<file path="src/rtl/key_conditioner.sv">
// key_conditioner: push-button front end for the hex-counter / 7-segment scan block.
// Each key channel runs its own 2-flop synchronizer, debounce counter and an
// optional hold-to-auto-repeat FSM, producing clean 1-cycle press/release pulses.
module key_conditioner #(
   parameter int N_KEYS          = 2,
   parameter int DEBOUNCE_CYCLES = 1000000,
   parameter int REPEAT_DELAY    = 25000000,
   parameter int REPEAT_RATE     = 5000000,
   parameter int ACTIVE_LOW      = 0
) (
   input  logic              clk,
   input  logic              rst_n,
   input  logic [N_KEYS-1:0] keys_in,
   input  logic [N_KEYS-1:0] repeat_en,
   output logic [N_KEYS-1:0] key_level,
   output logic [N_KEYS-1:0] press_pulse,
   output logic [N_KEYS-1:0] repeat_flag,
   output logic [N_KEYS-1:0] release_pulse
);

   // One counter width covers every timing phase; the extra bit keeps the
   // largest terminal count representable without wrapping.
   localparam int MAX_A   = (DEBOUNCE_CYCLES > REPEAT_DELAY) ? DEBOUNCE_CYCLES : REPEAT_DELAY;
   localparam int MAX_CYC = (MAX_A > REPEAT_RATE) ? MAX_A : REPEAT_RATE;
   localparam int CW      = $clog2(MAX_CYC) + 1;

   localparam logic [CW-1:0] DB_C    = CW'(DEBOUNCE_CYCLES);
   localparam logic [CW-1:0] RD_M1   = CW'(REPEAT_DELAY - 1);
   localparam logic [CW-1:0] RR_M1   = CW'(REPEAT_RATE - 1);
   localparam logic [CW-1:0] CNT_ONE = CW'(1);
   localparam logic          INV     = (ACTIVE_LOW != 0);

   typedef enum logic [2:0] {
      ST_IDLE,
      ST_PRESS_WAIT,
      ST_HELD,
      ST_REPEAT,
      ST_RELEASE_WAIT
   } state_t;

   genvar gi;
   generate
      for (gi = 0; gi < N_KEYS; gi++) begin : g_key
         logic          s1_reg;
         logic          s2_reg;
         state_t        state_reg;
         logic [CW-1:0] cnt_reg;
         logic          level_reg;
         logic          press_reg;
         logic          flag_reg;
         logic          release_reg;
         logic          key_raw;

         // Polarity is normalised before synchronizing so reset = released.
         assign key_raw = keys_in[gi] ^ INV;

         // Two-flop synchronizer; only s2 feeds the FSM.
         always_ff @(posedge clk or negedge rst_n) begin
            if (!rst_n) begin
               s1_reg <= 1'b0;
               s2_reg <= 1'b0;
            end else begin
               s1_reg <= key_raw;
               s2_reg <= s1_reg;
            end
         end

         // Debounce / hold / auto-repeat FSM with registered pulse outputs.
         always_ff @(posedge clk or negedge rst_n) begin
            if (!rst_n) begin
               state_reg   <= ST_IDLE;
               cnt_reg     <= '0;
               level_reg   <= 1'b0;
               press_reg   <= 1'b0;
               flag_reg    <= 1'b0;
               release_reg <= 1'b0;
            end else begin
               press_reg   <= 1'b0;
               flag_reg    <= 1'b0;
               release_reg <= 1'b0;
               case (state_reg)
                  ST_IDLE: begin
                     if (s2_reg) begin
                        state_reg <= ST_PRESS_WAIT;
                        cnt_reg   <= CNT_ONE;
                     end
                  end
                  ST_PRESS_WAIT: begin
                     if (!s2_reg) begin
                        state_reg <= ST_IDLE;
                        cnt_reg   <= '0;
                     end else if (cnt_reg == DB_C) begin
                        state_reg <= ST_HELD;
                        press_reg <= 1'b1;
                        level_reg <= 1'b1;
                        cnt_reg   <= '0;
                     end else begin
                        cnt_reg <= cnt_reg + CNT_ONE;
                     end
                  end
                  ST_HELD: begin
                     if (!s2_reg) begin
                        state_reg <= ST_RELEASE_WAIT;
                        cnt_reg   <= CNT_ONE;
                     end else if (repeat_en[gi] && (cnt_reg >= RD_M1)) begin
                        state_reg <= ST_REPEAT;
                        press_reg <= 1'b1;
                        flag_reg  <= 1'b1;
                        cnt_reg   <= '0;
                     end else if (cnt_reg < RD_M1) begin
                        // Stops at the delay threshold so a late repeat_en fires next cycle.
                        cnt_reg <= cnt_reg + CNT_ONE;
                     end
                  end
                  ST_REPEAT: begin
                     if (!s2_reg) begin
                        state_reg <= ST_RELEASE_WAIT;
                        cnt_reg   <= CNT_ONE;
                     end else if (!repeat_en[gi]) begin
                        state_reg <= ST_HELD;
                        cnt_reg   <= '0;
                     end else if (cnt_reg == RR_M1) begin
                        press_reg <= 1'b1;
                        flag_reg  <= 1'b1;
                        cnt_reg   <= '0;
                     end else begin
                        cnt_reg <= cnt_reg + CNT_ONE;
                     end
                  end
                  ST_RELEASE_WAIT: begin
                     if (s2_reg) begin
                        // Release bounce: back to held and restart the repeat timer.
                        state_reg <= ST_HELD;
                        cnt_reg   <= '0;
                     end else if (cnt_reg == DB_C) begin
                        state_reg   <= ST_IDLE;
                        release_reg <= 1'b1;
                        level_reg   <= 1'b0;
                        cnt_reg     <= '0;
                     end else begin
                        cnt_reg <= cnt_reg + CNT_ONE;
                     end
                  end
                  default: begin
                     state_reg <= ST_IDLE;
                     cnt_reg   <= '0;
                  end
               endcase
            end
         end

         assign key_level[gi]     = level_reg;
         assign press_pulse[gi]   = press_reg;
         assign repeat_flag[gi]   = flag_reg;
         assign release_pulse[gi] = release_reg;
      end
   endgenerate

endmodule

</file>
<file path="config.mk">
export PLATFORM = sky130hd
export DESIGN_NAME = key_conditioner
export DESIGN_NICKNAME = d
export VERILOG_FILES = /design/src/rtl/key_conditioner.sv
export SDC_FILE = /design/constraint.sdc
export NUM_CORES = 1
export LEC_CHECK = 0
export CAP_MARGIN = 40
export CORE_MARGIN = 2
export CORE_UTILIZATION = 64
export DETAILED_ROUTE_END_ITERATION = 10
export DONT_BUFFER_PORTS = 1
export PLACE_DENSITY_LB_ADDON = 0.25
export SLEW_MARGIN = 10
export SYNTH_ARGS = -nofsm -noshare
export SYNTH_HDL_FRONTEND = slang
export SYNTH_SLANG_ARGS = --single-unit
</file>
<file path="constraint.sdc">
create_clock -name clk -period 2.95 [get_ports clk]
set_input_delay 0.295 -clock clk [delete_from_list [all_inputs] [get_ports clk]]
set_output_delay 0.295 -clock clk [all_outputs]
set_load 0.01 [all_outputs]
</file>
=== Word level (Yosys, flattened, before mapping) ===
Cells that the tools add are included.

* Add/sub/neg operators: 2
* Magnitude comparators: 4
* Equality and inequality tests: 32
* Mux-type cells: 74
* Reduce and logical (&&, ||, !) cells: 12

{| class="wikitable"
|+ Operator list
! kind !! count
|-
| 26-bit 2-to-1 mux || 20
|-
| 26-bit case mux with 5 select lines || 2
|-
| 3-bit 2-to-1 mux || 18
|-
| 26-bit by 1-bit adder with 26-bit output (second input constant) || 2
|-
| 26-bit by 20-bit == test with 1-bit output (second input constant) || 2
|-
| 26-bit by 23-bit == test with 1-bit output (second input constant) || 2
|-
| 26-bit by 25-bit greater-or-equal comparator with 1-bit output (second input constant) || 2
|-
| 26-bit by 25-bit < comparator with 1-bit output (second input constant) || 2
|-
| 3-bit case mux with 5 select lines || 2
|-
| 1-bit 2-to-1 mux || 26
|-
| 3-bit inequality test (second input constant) || 8
|-
| 2-bit inequality test (second input constant) || 10
|-
| 5-bit AND reduction || 4
|-
| 3-bit by 2-bit == test with 1-bit output (second input constant) || 4
|-
| 4-bit inequality test (second input constant) || 2
|-
| 1-bit case mux with 2 select lines || 4
|-
| 3-bit by 1-bit == test with 1-bit output (second input constant) || 2
|-
| 3-bit == test (second input constant) || 2
|-
| 3-bit zero test || 2
|-
| 1-bit case mux with 3 select lines || 2
|-
| 2-bit AND reduction || 2
|-
| 2-bit nonzero test || 2
|-
| 1-bit logical AND || 2
|}

* Register bits: 70
* Input bits: 6
* Output and inout bits: 8
* Word-level logic and storage cells: 140

=== Longest topological paths before layout ===
* Word-level depth: 5
* Mapped depth: 10
* Depth with buffers taken out: 9

=== Least setup slack after synthesis ===
No wires, ideal clock.

* Path kind: flip-flop to flip-flop
* Start: register g_key[1].cnt_reg[0]
* End: register g_key[1].cnt_reg[24]
* Library setup time: 0.121 ns
* Data arrival time: 2.276 ns
* Required time: 2.829 ns
* Slack: 0.553 ns
* Cell stages (with the launch flop): 11
* Path buffers: 1
* Period minus slack after synthesis: 2.397 ns
* Path through: dfrtp_1 -> inv_1 -> ha_1 -> or4b_1 -> nor4_2 -> nand4_2 -> a22oi_4 -> nand2_2 -> buf_6 -> a21o_1 -> a22o_1

* Longest elaborated chain between the ends: 5
* Elaborated cells on any way between the ends: 18
* Classes of those cells: add/sub: 1; order compare: 2; eq/ne: 3; mux: 10; reduce/logical: 2

{| class="wikitable"
|+ RTL lines
! what !! line !! text
|-
| start, declared || 47 || <nowiki>logic [CW-1:0] cnt_reg;</nowiki>
|-
| start signal, assigned || 98 || <nowiki>cnt_reg <= cnt_reg + CNT_ONE;</nowiki>
|-
| start signal, assigned || 112 || <nowiki>cnt_reg <= cnt_reg + CNT_ONE;</nowiki>
|-
| start signal, assigned || 127 || <nowiki>cnt_reg <= cnt_reg + CNT_ONE;</nowiki>
|-
| 26-bit by 1-bit adder with 26-bit output, or another cell as far along || -- ||
|-
| 26-bit 2-to-1 mux, or another cell as far along || 122 || <nowiki>end else if (cnt_reg == RR_M1) begin</nowiki>
|-
| 26-bit 2-to-1 mux, on equally long branches || 119, 105 ||
|-
| 26-bit 2-to-1 mux, on equally long branches || 116, 102 ||
|-
| 26-bit case mux with 5 select lines || 81 || <nowiki>case (state_reg)</nowiki>
|}

Parallel ways exist; a longest one is shown, timed or not. The select of a mux whose other input is x is not followed.
A chain may end at the register's enable or synchronous reset.

=== Final worst setup path ===
* Start: register g_key[0].cnt_reg[0]
* End: register g_key[0].cnt_reg[18]

* Longest elaborated chain between the ends: 5
* Elaborated cells on any way between the ends: 18
* Classes of those cells: add/sub: 1; order compare: 2; eq/ne: 3; mux: 10; reduce/logical: 2

{| class="wikitable"
|+ RTL lines
! what !! line
|-
| start, declared || 47
|-
| start signal, assigned || 98
|-
| start signal, assigned || 112
|-
| start signal, assigned || 127
|-
| 26-bit by 1-bit adder with 26-bit output, or another cell as far along || --
|-
| 26-bit 2-to-1 mux, or another cell as far along || 122
|-
| 26-bit 2-to-1 mux, on equally long branches || 119, 105
|-
| 26-bit 2-to-1 mux, on equally long branches || 116, 102
|-
| 26-bit case mux with 5 select lines || 81
|}

Parallel ways exist; a longest one is shown, timed or not. The select of a mux whose other input is x is not followed.

==> impl_results.md <==
* Status: finished clean
* Synth top area cells: dfrtp_1 41%, a22o_1 4.9%, nand2_1 4.0%, nor2_1 3.9%, nand3_1 3.7%
* First drt pass iteration count at 4
* First-pass GRT wire length at 18000 microns
* Fmax at 359 MHz
* Clk slew on worst S/H paths at 0.08 ns
* Worst vdd ir at 0.262 mV
* Net Sw Frac at 0.272
* WHS Path Cells at 2
* Initial Util at 0.672
* Vias at 3956
* P_sw at just under 0.0007 W
* Crit-path slowest cell: dfrtp_1
* Largest family of logic cells by synthesized area: simple AND/OR/NAND/NOR gates
* Mapped Area at 0.00432 sq mm
* Clock buffer count from CTS at 9
* Fin Hold WS at 0.121 ns
* Post-synth top cells: 70 x dfrtp_1, 46 x nand2_1, 45 x nor2_1
* Gpl congestion at 1.04
* Compound-cell area share of the yosys netlist at 0.230
* Input/output buffers at 0
* Share of cells above drive strength 1 at 0.116
* Layout Nets at between 500 and 600
* Power Internal at about 0.0019 W
* Clk pwr share at 0.426
* Final hold violations at 0
* Synth Area in Adders at 0.0116
* Comb pwr share at 0.167
* Setup TNS at 0 ns
* Skew final at 0.0120 ns
* Worst Hold Class: input port to flip-flop
* Post-route minimum period at 2.79 ns
* Vias in the first global route at 3845
* Post-placement setup slack at between 0.15 and 0.2 ns
* Die Y at 86.1 microns
* Crit-path max cell delay at roughly 0.43 ns
* Worst Reg2Reg Path Length in Cells at 8
* Leakage dissipation at 1.97 nW
* PD cells at 541 mW/mm^2
* Clock Latency Late Sink at 0.35 ns
* Post-cts sizing count at 0
* H-tree depth at 3
* Antenna-violating nets left at 0
* Worst-margin pin slew at 0.533 ns
* Cells after Synth at 496
* Max-slew violations at 0
* Post-DR wirelength/cell at between 15 and 20 microns
* Setup WS post-layout at about 0.16 ns
* Register area share after synthesis at 0.406
* Ys async rst share at 1.00
* Total Routed Length at 10600 microns
* Synth warn at 0
* WS Path Type: flip-flop to flip-flop
* Synth top area share at 0.406
* Mux share of post-synthesis cell area at 0
* Simple-gate share of the synthesized area at 0.290
* Core area at approximately 0.0064 sq mm
* Worst-path maximum fanout at 9
* Initial drt markers at 300
* Ys flop type: dfrtp_1
* CTS tree: built
* Antenna violations before repair at 0
* Total track usage at 0.303
* Max reg flops at 52
* Cell Rows at 29
* Final Setup Violations at 0
* Drt drc at 0
* Crit path launch type: flip-flop
* Syn_area_per_cell at 8.70 sq um
* Cell variety after synth at 68
* Clock buffer depth at 2
* Dpl hpwl at just over 7000 microns
* Via density at 6.86
* Finished Cell Area at 0.00471 sq mm
* #FFs+latches synth at 70
* Slew HR at 0.641
* Max-cap viol count at 0
* Sequential share of power at 0.407
* Xor and xnor area share after synthesis at 0.00609
* Syn nets at 506
* ANT cells at 0
* CP required at around 3.2 ns
* Critical Path AT at 3.03 ns
* Largest net degree at the start of global routing at 71
* Crit share post-route at 0.945
* Grt total ovfl at 0
* Area Growth Syn to Fin at 9.07%
* Die width at 86.1 microns
* Post-Place Cell Area at 0.00434 sq mm
* Biggest area consumer among synthesized cells: dfrtp_1
* Die Area at 0.00742 sq mm
* Count leader, synth: dfrtp_1
* Worst Setup End Kind: flip-flop
* R2R Setup Slk at 0.16 ns
* RSZ-0062 raised after global routing: no
* EDFF count, synth at 0
* Critical Path, Cell by Cell: ha_1 > nand3_1 > o21ai_1 > a211oi_2 > o31ai_1 > o21ai_2 > nand2_1 > o311ai_1
* CTS Sinks at 70
* I/O Pins at 14
* Clock tree root driver cell: clkbuf_8
[power groups by stage]
stage,registers (W),clock network (W),logic [W]
after detailed placement,0.00105,0,0.000371
after global placement,0.00105,0,0.000359
after floorplan,0.00103,0,0.000314
after CTS,0.00103,0.00109,0.000398
final,0.00104,0.00108,0.000426
after global routing,0.00104,0.00113,0.000470
[worst max-delay path, delay by kind of cell, from the launching register on]
| family | cells | cell delay [ns] |
|---|---|---|
| fa+ha+maj | 1 | 0.24 |
| simple gates | 2 | 0.56 |
| compound gates | 5 | 1.45 |
| flops | 1 | 0.43 |
[through the flow]
stage               utilization  total power [W]  instances
floorplan                     -          0.00134        496
global placement          0.676          0.00141        555
detailed placement        0.676          0.00142        555
CTS                       0.729          0.00252        575
global route              0.733          0.00264        577
finish                    0.733          0.00255        577
[per-layer routing]
metal / up-vias / wire length [microns] / global-route usage
li1: 1825 / - / -
met1: 1919 / 4530 / 0.392
met2: 184 / 5130 / 0.495
met3: 28 / 630 / 0.0616
met4: 0 / 277 / 0.130
met5: - / 0 / 0
[path summary, 6_finish.rpt]
path,startpoint,end
worst max-delay path,g_key[0].cnt_reg[0],g_key[0].cnt_reg[18]
worst min-delay path,repeat_en[1],g_key[1].flag_reg
worst max register to register,g_key[0].cnt_reg[0],g_key[0].cnt_reg[18]
worst min register to register,g_key[1].s1_reg,g_key[1].s2_reg
max in group asynchronous,rst_n,g_key[0].cnt_reg[20]
min in group asynchronous,rst_n,g_key[1].cnt_reg[18]
[placed cells by master (no fill, tap or decap), types with 17 or more instances in the layout]
cell and instances:
o21ai_1 23, nor2_1 45, a22o_1 24, nand3_1 32, a21oi_1 20, o21ai_0 17, buf_4 17, nand2_1 46
nor3_1 20, dfrtp_1 70
[final cells by class]
| cell class | instances | area [sq um] |
|---|---|---|
| clock buffers | 11 | 151 |
| well taps | 77 | 96.3 |
| multi-input cells | 378 | 2320 |
| inverters | 14 | 52.6 |
| repair buffers | 22 | 205 |
| fillers | 476 | 1710 |
| flip-flops and latches | 70 | 1750 |
| clock inverters | 5 | 129 |
[cells by family after synthesis]
| group | after synthesis |
|---|---|
| buffers and inverters | 48 |
| adders and majority gates | 4 |
| xor gates and xnor gates | 3 |
| AOI/OAI and AO/OA | 143 |
| and+or+nand+nor | 228 |
| DFF | 70 |
[what timing repair did]
item / CTS / global route
hold endpoints to repair: 72 / 0
setup buffers: 0 / 2
setup endpoints to repair: 0 / 8
hold buffers: 4 / 0
(Power assumes the default switching activity.)
